--- config.mk ---
export PLATFORM = sky130hd
export DESIGN_NAME = fifo_unpacker
export DESIGN_NICKNAME = d
export VERILOG_FILES = /design/src/rtl/fifo_unpacker.sv
export SDC_FILE = /design/constraint.sdc
export NUM_CORES = 1
export LEC_CHECK = 0
export ABC_AREA = 1
export ABC_CLOCK_PERIOD_IN_PS = 4100
export CAP_MARGIN = 20
export CORE_MARGIN = 3
export CORE_UTILIZATION = 45
export CTS_CLUSTER_SIZE = 24
export DETAILED_ROUTE_END_ITERATION = 7
export PLACE_DENSITY_LB_ADDON = 0.15
export SKIP_LAST_GASP = 1
export SYNTH_ARGS = -nofsm -noshare
export SYNTH_HDL_FRONTEND = slang
export SYNTH_SLANG_ARGS = --single-unit
export TNS_END_PERCENT = 10
--- constraint.sdc ---
create_clock -name CLK -period 4.1 [get_ports CLK]
set_input_delay 0.82 -clock CLK [delete_from_list [all_inputs] [get_ports CLK]]
set_output_delay 0.82 -clock CLK [all_outputs]
set_load 0.05 [all_outputs]
--- src/rtl/fifo_unpacker.sv ---
// Wide-to-narrow FIFO adapter: pops one OUT_WIDTH*RATIO word from an FWFT FIFO
// and writes it out as RATIO chunks, refilling in the same cycle as the last chunk.
module fifo_unpacker #(
    parameter int OUT_WIDTH = 8,
    parameter int RATIO     = 4,
    parameter bit MSB_FIRST = 1'b0,
    localparam int IN_WIDTH = OUT_WIDTH * RATIO,
    localparam int CW       = $clog2(RATIO + 1)
) (
    input  logic                 CLK,
    input  logic                 rst,
    input  logic [IN_WIDTH-1:0]  in_dout,
    input  logic                 in_empty,
    output logic                 in_rd_en,
    output logic [OUT_WIDTH-1:0] out_din,
    output logic                 out_wr_en,
    input  logic                 out_full,
    output logic                 idle,
    output logic [CW-1:0]        chunks_left
);

    typedef enum logic {EMPTY, SHIFT} state_t;

    logic [IN_WIDTH-1:0] r_hold;
    logic [CW-1:0]       r_cnt;
    state_t              w_state;
    logic                w_wr;
    logic                w_rd;
    logic                w_last;

    always_comb begin
        w_state = EMPTY;
        w_wr    = 1'b0;
        w_rd    = 1'b0;
        w_last  = (r_cnt == CW'(1));
        if (r_cnt != '0)
            w_state = SHIFT;
        case (w_state)
            EMPTY: w_rd = ~rst & ~in_empty;
            SHIFT: begin
                w_wr = ~rst & ~out_full;
                // Refill on the last chunk's write so the stream has no bubble.
                w_rd = ~rst & ~in_empty & w_last & w_wr;
            end
            default: ;
        endcase
    end

    always_ff @(posedge CLK) begin
        if (rst)
            r_cnt <= '0;
        else if (w_rd)
            r_cnt <= CW'(RATIO);
        else if (w_wr)
            r_cnt <= r_cnt - CW'(1);
    end

    // Holding register needs no reset: it is only observed while r_cnt != 0.
    always_ff @(posedge CLK) begin
        if (w_rd)
            r_hold <= in_dout;
        else if (w_wr) begin
            if (MSB_FIRST)
                r_hold <= r_hold << OUT_WIDTH;
            else
                r_hold <= r_hold >> OUT_WIDTH;
        end
    end

    assign in_rd_en    = w_rd;
    assign out_wr_en   = w_wr;
    assign out_din     = MSB_FIRST ? r_hold[IN_WIDTH-1 -: OUT_WIDTH] : r_hold[OUT_WIDTH-1:0];
    assign idle        = (r_cnt == '0);
    assign chunks_left = r_cnt;

endmodule

==> metrics.txt <==
Final Non-Filler Cells 265; fraction of layout cells with a size suffix above 1 0.0868; number of port buffers 49; fmax 0.294 GHz; Crit Path Class input port to output pin; Tmin final 3.40 ns; Worst setup SP type input port; CP Capture Point in_rd_en; RR Endpoint r_hold[3]$_DFFE_PP_; Slew HR 0.669; Clock power frac 0.321; Avg Cell Area, Syn 9.76 um^2; CTS tree yes; final setup vio count 0; GRT Total Usage 0.140; Max VDD drop 259 uV; MaxCap Viol Count 0; # diodes 0; DRC 0; post-CTS resize count 0; Final nets 257; Post-synth EDFFs 32; Lkg Pwr 0.961 nW; switching pwr 251 uW; status complete, no violations; largest cells by area after synthesis edfxtp_1 57%, nand2_1 18%, inv_1 3.8%, dfxtp_1 3.6%, buf_4 3.6%; iteration count of the initial detailed-routing pass 4; CTS root buffer clkbuf_8; Post-Route WL 2810 um; Avg Vias per Cell 4.41; I/O pins 50; starting DRC count in detailed routing 55; most frequent cell after synthesis nand2_1; number of synthesized register bits 35; Setup Buffers After CTS 0; hold buffer count at CTS 0; post-route ant nets 0; CP startpoint rst; switching share of power 0.265; row count 21; Wirelength per Cell 10.6 um; Critical Path AT 2.58 ns; Hold WC Path Type flip-flop to flip-flop; Die Span Y 67.2 um; dpl cells 257; register area share after synthesis 0.605; YS warnings 0; async set-reset flop share out of synthesis 0; worst skew pair latency 0.28 ns; Int Pwr 695 uW; vias in the first global route 1,130; Clock Path Buffers 2; Worst Max-Slew Pin Slew 0.494 ns; max-slew violation count 0; Die X 67.2 um; Synth area leader edfxtp_1; Mapped Area 1690 um^2; Final Instance Area 2250 um^2; CTS Buf Count 5; DIE AREA 4520 um^2; Hold Fails Final Rpt 0; gr ovfl total 0; Tcrit/Tclk final 0.830; HPWL after detailed placement 2030 um; largest net degree at the start of global routing 34; count of different cell masters after synthesis 19; post-synth top area share 0.569; Worst Path Max Fanout 4; Reg2Reg Depth 9; Mapped Nets 212; Post-Syn Instances 173; initial antenna violation count 0; flop-to-flop setup slack 2.04 ns; via count 1,169; placed cell area 2130 um^2; Reg power frac 0.473; Final Core Density 0.648; first-pass GRT wire length 4660 um; Setup crit end kind output pin; Initial Utilization 0.487; worst path required time 3.28 ns; clock sinks 35; cell area power density 421 nW/um^2; Synth top cells by count 81 x nand2_1, 32 x edfxtp_1, 17 x inv_1, 9 x nor2_1, 8 x buf_4; Fin Setup TNS 0 ns; GPL Wtd Cong 0.648; r2r startpoint chunks_left[1]$_SDFFE_PP0P_; Core Area 3470 um^2; H-tree depth 2; unrepaired setup endpoints after global routing no; Clock Pin Slew Worst Setup and Hold Paths 0.07 ns; Main synth FF type edfxtp_1; Final Skew 0.00734 ns; P&R area growth vs syn 33.1%; Comb pwr share 0.206
## worst min-delay path by stage
stage / start / end / slack [ns] / cells past startpoint
after floorplan: r_hold[8]$_DFFE_PP_ / r_hold[0]$_DFFE_PP_ / 0.49 / 2
after global placement: r_hold[24]$_SDFFCE_PN0P_ / r_hold[16]$_DFFE_PP_ / 0.50 / 2
after detailed placement: r_hold[27]$_SDFFCE_PN0P_ / r_hold[19]$_DFFE_PP_ / 0.50 / 2
after CTS: r_hold[15]$_DFFE_PP_ / r_hold[7]$_DFFE_PP_ / 0.52 / 2
after global routing: r_hold[8]$_DFFE_PP_ / r_hold[0]$_DFFE_PP_ / 0.55 / 2
final: r_hold[15]$_DFFE_PP_ / r_hold[7]$_DFFE_PP_ / 0.52 / 2
## power groups by stage
stage          Clock (mW)  Combinational (mW)  Sequential (mW)
2_1_floorplan           0               0.130            0.461
3_3_place_gp            0               0.192            0.454
3_5_place_dp            0               0.196            0.455
4_1_cts             0.309               0.197            0.447
5_1_grt             0.331               0.214            0.450
6_report            0.304               0.195            0.447
## worst max-delay path, cell delays in order
cell	delay, ns
clkdlybuf4s50_1	0.50
nor2_1	0.20
nand4_1	0.15
nand2_2	0.11
clkdlybuf4s50_1	0.80
## state kept, by name (all words and copies together), names as in the netlist
| name | flops |
|---|---|
| chunks_left | 3 |
| r_hold | 32 |
## kinds of logic after synthesis
group,count (synthesis),share of synthesized area
adders and majority gates,3,0.0222
AOI/OAI and AO/OA,2,0.00592
buffers and inverters,31,0.109
xor gates and xnor gates,1,0.00519
and+or+nand+nor,101,0.253
DFF,35,0.605
## per-layer routing
metal	vias to the layer above	track usage	part of all wire
li1	619	-	-
met1	506	0.156	0.39
met2	38	0.245	0.53
met3	6	0.0466	0.064
met4	0	0.0532	0.0096
met5	-	0	0
## final cells by class
class,instances,area (um^2)
timing repair buffer,51,505
clock inverter,3,43.8
multi-input combinational,107,483
tap,46,57.6
fill,289,1220
inverter,18,67.6
clock buffer,5,68.8
sequential,35,1020
## metrics by stage
stage	power [mW]	setup slack [ns]	hold WS, ns
CTS	0.953	0.704	0.519
global route	0.995	0.598	0.549
finish	0.945	0.696	0.517
global placement	0.646	0.768	0.500
floorplan	0.591	1.50	0.494
detailed placement	0.651	0.713	0.501
## layout by cell type, fill, tap and decap left out
cell,Yosys,routed
nor2_4,1,1
buf_4,8,2
nor2_1,9,9
xor2_1,1,1
nand2_2,2,2
a21oi_1,1,1
clkdlybuf4s50_1,0,49
nand2_1,81,81
nand4_1,2,2
clkinv_2,0,1
ha_1,3,3
nand2_4,1,1
inv_1,17,17
dfxtp_1,3,3
inv_2,1,1
nand3_4,1,1
nand3_1,1,1
clkbuf_8,0,5
o21ai_0,1,1
bufinv_16,0,1
nor2_2,3,3
edfxtp_1,32,32
clkinv_4,0,1
Power figures use the tool's default switching activity.
==> RTL change 1: new RTL, config.mk and constraints unchanged <==
Reset style: asynchronous (`rst`), changed in one clocked block.
--- a/src/rtl/fifo_unpacker.sv
+++ b/src/rtl/fifo_unpacker.sv
@@ -47,5 +47,5 @@
     end
 
-    always_ff @(posedge CLK) begin
+    always_ff @(posedge CLK or posedge rst) begin
         if (rst)
             r_cnt <= '0;
Formal check against the unedited RTL: differs if rst is asserted again (counterexample within 4 cycles, from zero or initial values and one cycle with rst high); with rst held inactive, the same outputs for 10 cycles.
==> RTL change 1 against the original RTL <==
  * Hold slack got worse by 0.0048 ns
  * Area after synthesis decreased by 1.1%
  * Sequential share of layout area increased by 1.5 points
  * Critical path depth increased by 2
  * Non-clock buffer count unchanged
  * Worst setup slack improved by 0.031 ns
  * Sequential cell count unchanged
  * Final area decreased by 1.7%
  * Register-to-register slack got worse by 0.31 ns
  * Wire length increased by 6.5%
  * Core utilization decreased by 0.63 points
  * Critical path type unchanged
Power is not compared: it rests on default switching activity, and its combinational part moved more than twofold at a synthesized area within 25%.
==> RTL change 1: results <==
[placement]
dp_hpwl_um = 2100
placed_area_um2 = 2120
pre_cts_slack_ns = 0.703
place_congestion = 0.694

[critical_path]
reg2regPathDepth = 8
crit_family = simple AND/OR/NAND/NOR gates
r2r_setup_slack_ns = 1.73
crit_fanout = 36
slowest_delay_ns = 0.45
arrival_ns = 2.55
r2r-start = chunks_left[0]$_DFFE_PP0P_

[timing]
slew_headroom_pct = 64.8
max_freq_mhz = 296

[drt]
met1_length_um = 1140
drt_iter0_markers = 49
vias = 1209

[global_route]
grt_max_degree = 37
use_met1_pct = 14.9
grt_usage_pct = 15.6

[synthesis]
netlist_top_cells_count = nand2_1, edfxtp_1, nand3_1
synth_compound_area_share_pct = 0.600
synthAdderAreaFrac_pct = 2.25
synth_fp_nets = 207
synthXorXnorAreaFrac_pct = 0
syn_area_per_cell_um2 = 9.94
synthArstFlopShare_pct = 8.57
synth.area.top_cells = edfxtp_1, nand2_1, nand3_1
yosysUniqueCellTypes = 14
synthDominantCellAreaShare_pct = 57.6

[min_path]
hold_start = r_hold[23]$_DFFE_PP_
hold_end = r_hold[15]$_DFFE_PP_

[final_layout]
fin_cells = 258
fillers = 290
drive_gt1_share_pct = 6.13
nets = 250

[outcome]
run_status = finished clean
RTL change 1: changes by cell type after synthesis, moves of 2 or more:
cell     change
nand2_1     -23
nand3_1     +23
dfrtp_1      +3
dfxtp_1      -3
buf_2        +2
buf_4        +2
buf_6        -2
nand4_1      -2
nor2_1       +2
nor2_2       -2
RTL change 1: final cells by class:
| class | count | area (um^2) | share of cell area [%] |
|---|---|---|---|
| Timing Repair Buffer | 51 | 515 | 23.3 |
| Clock buffer | 6 | 72.6 | 3.29 |
| Sequential cell | 35 | 1040 | 46.9 |
| Multi-Input combinational cell | 101 | 450 | 20.4 |
| Clock inverter | 2 | 12.5 | 0.567 |
| Tap cell | 46 | 57.6 | 2.61 |
| Inverter | 17 | 63.8 | 2.89 |
RTL change 1: where the power goes:
part	switching (mW)	internal [mW]	total (mW)
clock network	0.123	0.119	0.241
registers	0.0229	0.481	0.504
logic	0.260	0.136	0.395
==> RTL change 2: new RTL, same flow settings <==
Without the edit above. `RATIO`: 4 -> 16.
--- a/src/rtl/fifo_unpacker.sv
+++ b/src/rtl/fifo_unpacker.sv
@@ -3,5 +3,5 @@
 module fifo_unpacker #(
     parameter int OUT_WIDTH = 8,
-    parameter int RATIO     = 4,
+    parameter int RATIO     = 16,
     parameter bit MSB_FIRST = 1'b0,
     localparam int IN_WIDTH = OUT_WIDTH * RATIO,
Interface: changed (resized chunks_left and in_dout); port bits go from 50 to 148. No check against the original RTL was run, so the function may have changed too.
==> RTL change 2 against the original RTL <==
  * Power rose to 4.2 times the old value
  * Core utilization down 0.65 points
  * Worst setup slack worse by 0.068 ns
  * Final area increased to 3.5 times the old value
  * Sequential cell count rose by 98
  * Wire length rose to 4.2 times the old value
  * Area after synthesis rose to 3.5 times the old value
  * Combinational power grew to 3.7 times the old value
==> RTL change 2: results <==
[final_layout]
fin_cells = 905
nets = 858
fillers = 1018
drive_gt1_share_pct = 5.16
regMostFlops = r_hold
antenna_cells = 0
largest_reg_flops = 128

[pwr]
pg_comb_mw = 0.719
vdd_ir_drop_max_v = 0.000231
pg_seq_mw = 1.85
total_leakage_power_nw = 3.34
total_power_mw = 3.97
switchingPower_mw = 1.01

[cts]
cts_resized = 0
cts_max_path_buffers = 2
cts_setup_buffers = 0
clk_pin_slew_ns = 0.05
numCtsBuffers = 17
clock_latency_ns = 0.41
cts-htree-levels = 4
cts-root-buf = clkbuf_16

[min_path]
hp-class = flip-flop to flip-flop

[outcome]
run_status = finished clean

[global_route]
grt_pass1_wl_um = 19400
antenna_found_initial = 0
grt_pass1_vias = 4131
grt_max_degree = 83
grt_usage_pct = 17.2

[placement]
pre_cts_slack_ns = 0.632
dp_cells = 873
portBuffers = 147
place_congestion = 0.826
placed_area_um2 = 7350
dp_hpwl_um = 7870

[synthesis]
synth_compound_area_share_pct = 0.473
synthAdderAreaFrac_pct = 0.430
netlist_top_cells_count = nand2_1, edfxtp_1, inv_1
synth_edf_count = 128
synth_fp_nets = 721
yosysWarnings = 0
synthXorXnorAreaFrac_pct = 0.150
syn_area_per_cell_um2 = 9.92
synthMuxAreaShare_pct = 0
yosysUniqueCellTypes = 19
synth.area.top_cells = edfxtp_1, nand2_1, buf_6
yosysSeqAreaShare_pct = 67.7
synthArstFlopShare_pct = 0

[timing]
slew_headroom_pct = 48.0
skew_ns = 0.00596

[drt]
post_drt_wl_per_cell_um = 13.0
first_pass_iters = 4
drt_iter0_markers = 267
via_per_inst = 4.55

[critical_path]
arrival_ns = 2.65
crit_fanout = 6
## RTL change 2: cell types whose count changed after synthesis, moves of 2 or more
cell,before,now
inv_1,17,15
clkbuf_1,0,3
buf_2,0,14
nand2_2,2,0
buf_6,5,10
a21oi_1,1,4
nand4_1,2,0
dfxtp_1,3,5
nand2_1,81,377
nand3b_1,0,2
edfxtp_1,32,128
## RTL change 2: worst max-delay path, cell delays in order
cell and delay (ns):
clkdlybuf4s50_1 0.43, nor2_2 0.18, nand2_1 0.23, inv_1 0.17, clkdlybuf4s50_1 0.82
## RTL change 2: logic make-up after synthesis
| family | after synthesis |
|---|---|
| buf+inv | 51 |
| compound gates | 5 |
| xor+xnor | 1 |
| flops | 133 |
| fa+ha+maj | 2 |
| simple gates | 395 |
## RTL change 2: final cells by class
class / instances / area (um^2) / area share [%]
sequential: 133 / 3940 / 49.9
timing repair buffer: 153 / 1540 / 19.5
inverter: 16 / 62.6 / 0.792
multi-input combinational: 403 / 1590 / 20.2
clock buffer: 20 / 437 / 5.53
tap: 168 / 210 / 2.66
clock inverter: 12 / 113 / 1.43
## RTL change 2: final timing paths
| path | startpoint | to | slack [ns] | depth (start not counted) |
|---|---|---|---|---|
| max | rst | out_wr_en | 0.63 | 5 |
| min | r_hold[79]$_DFFE_PP_ | r_hold[71]$_DFFE_PP_ | 0.51 | 2 |
| max reg2reg | chunks_left[0]$_SDFFE_PP0P_ | r_hold[4]$_DFFE_PP_ | 1.83 | 6 |
| min reg2reg | r_hold[79]$_DFFE_PP_ | r_hold[71]$_DFFE_PP_ | 0.51 | 2 |
## RTL change 2: per-layer routing
metal / track usage [%] / vias up / wire [um]
met1: 21.5 / 1832 / 5030
met3: 5.56 / 13 / 784
li1: - / 2141 / -
met4: 7.44 / 0 / 161
met5: 0 / - / 0
met2: 27.5 / 130 / 5830
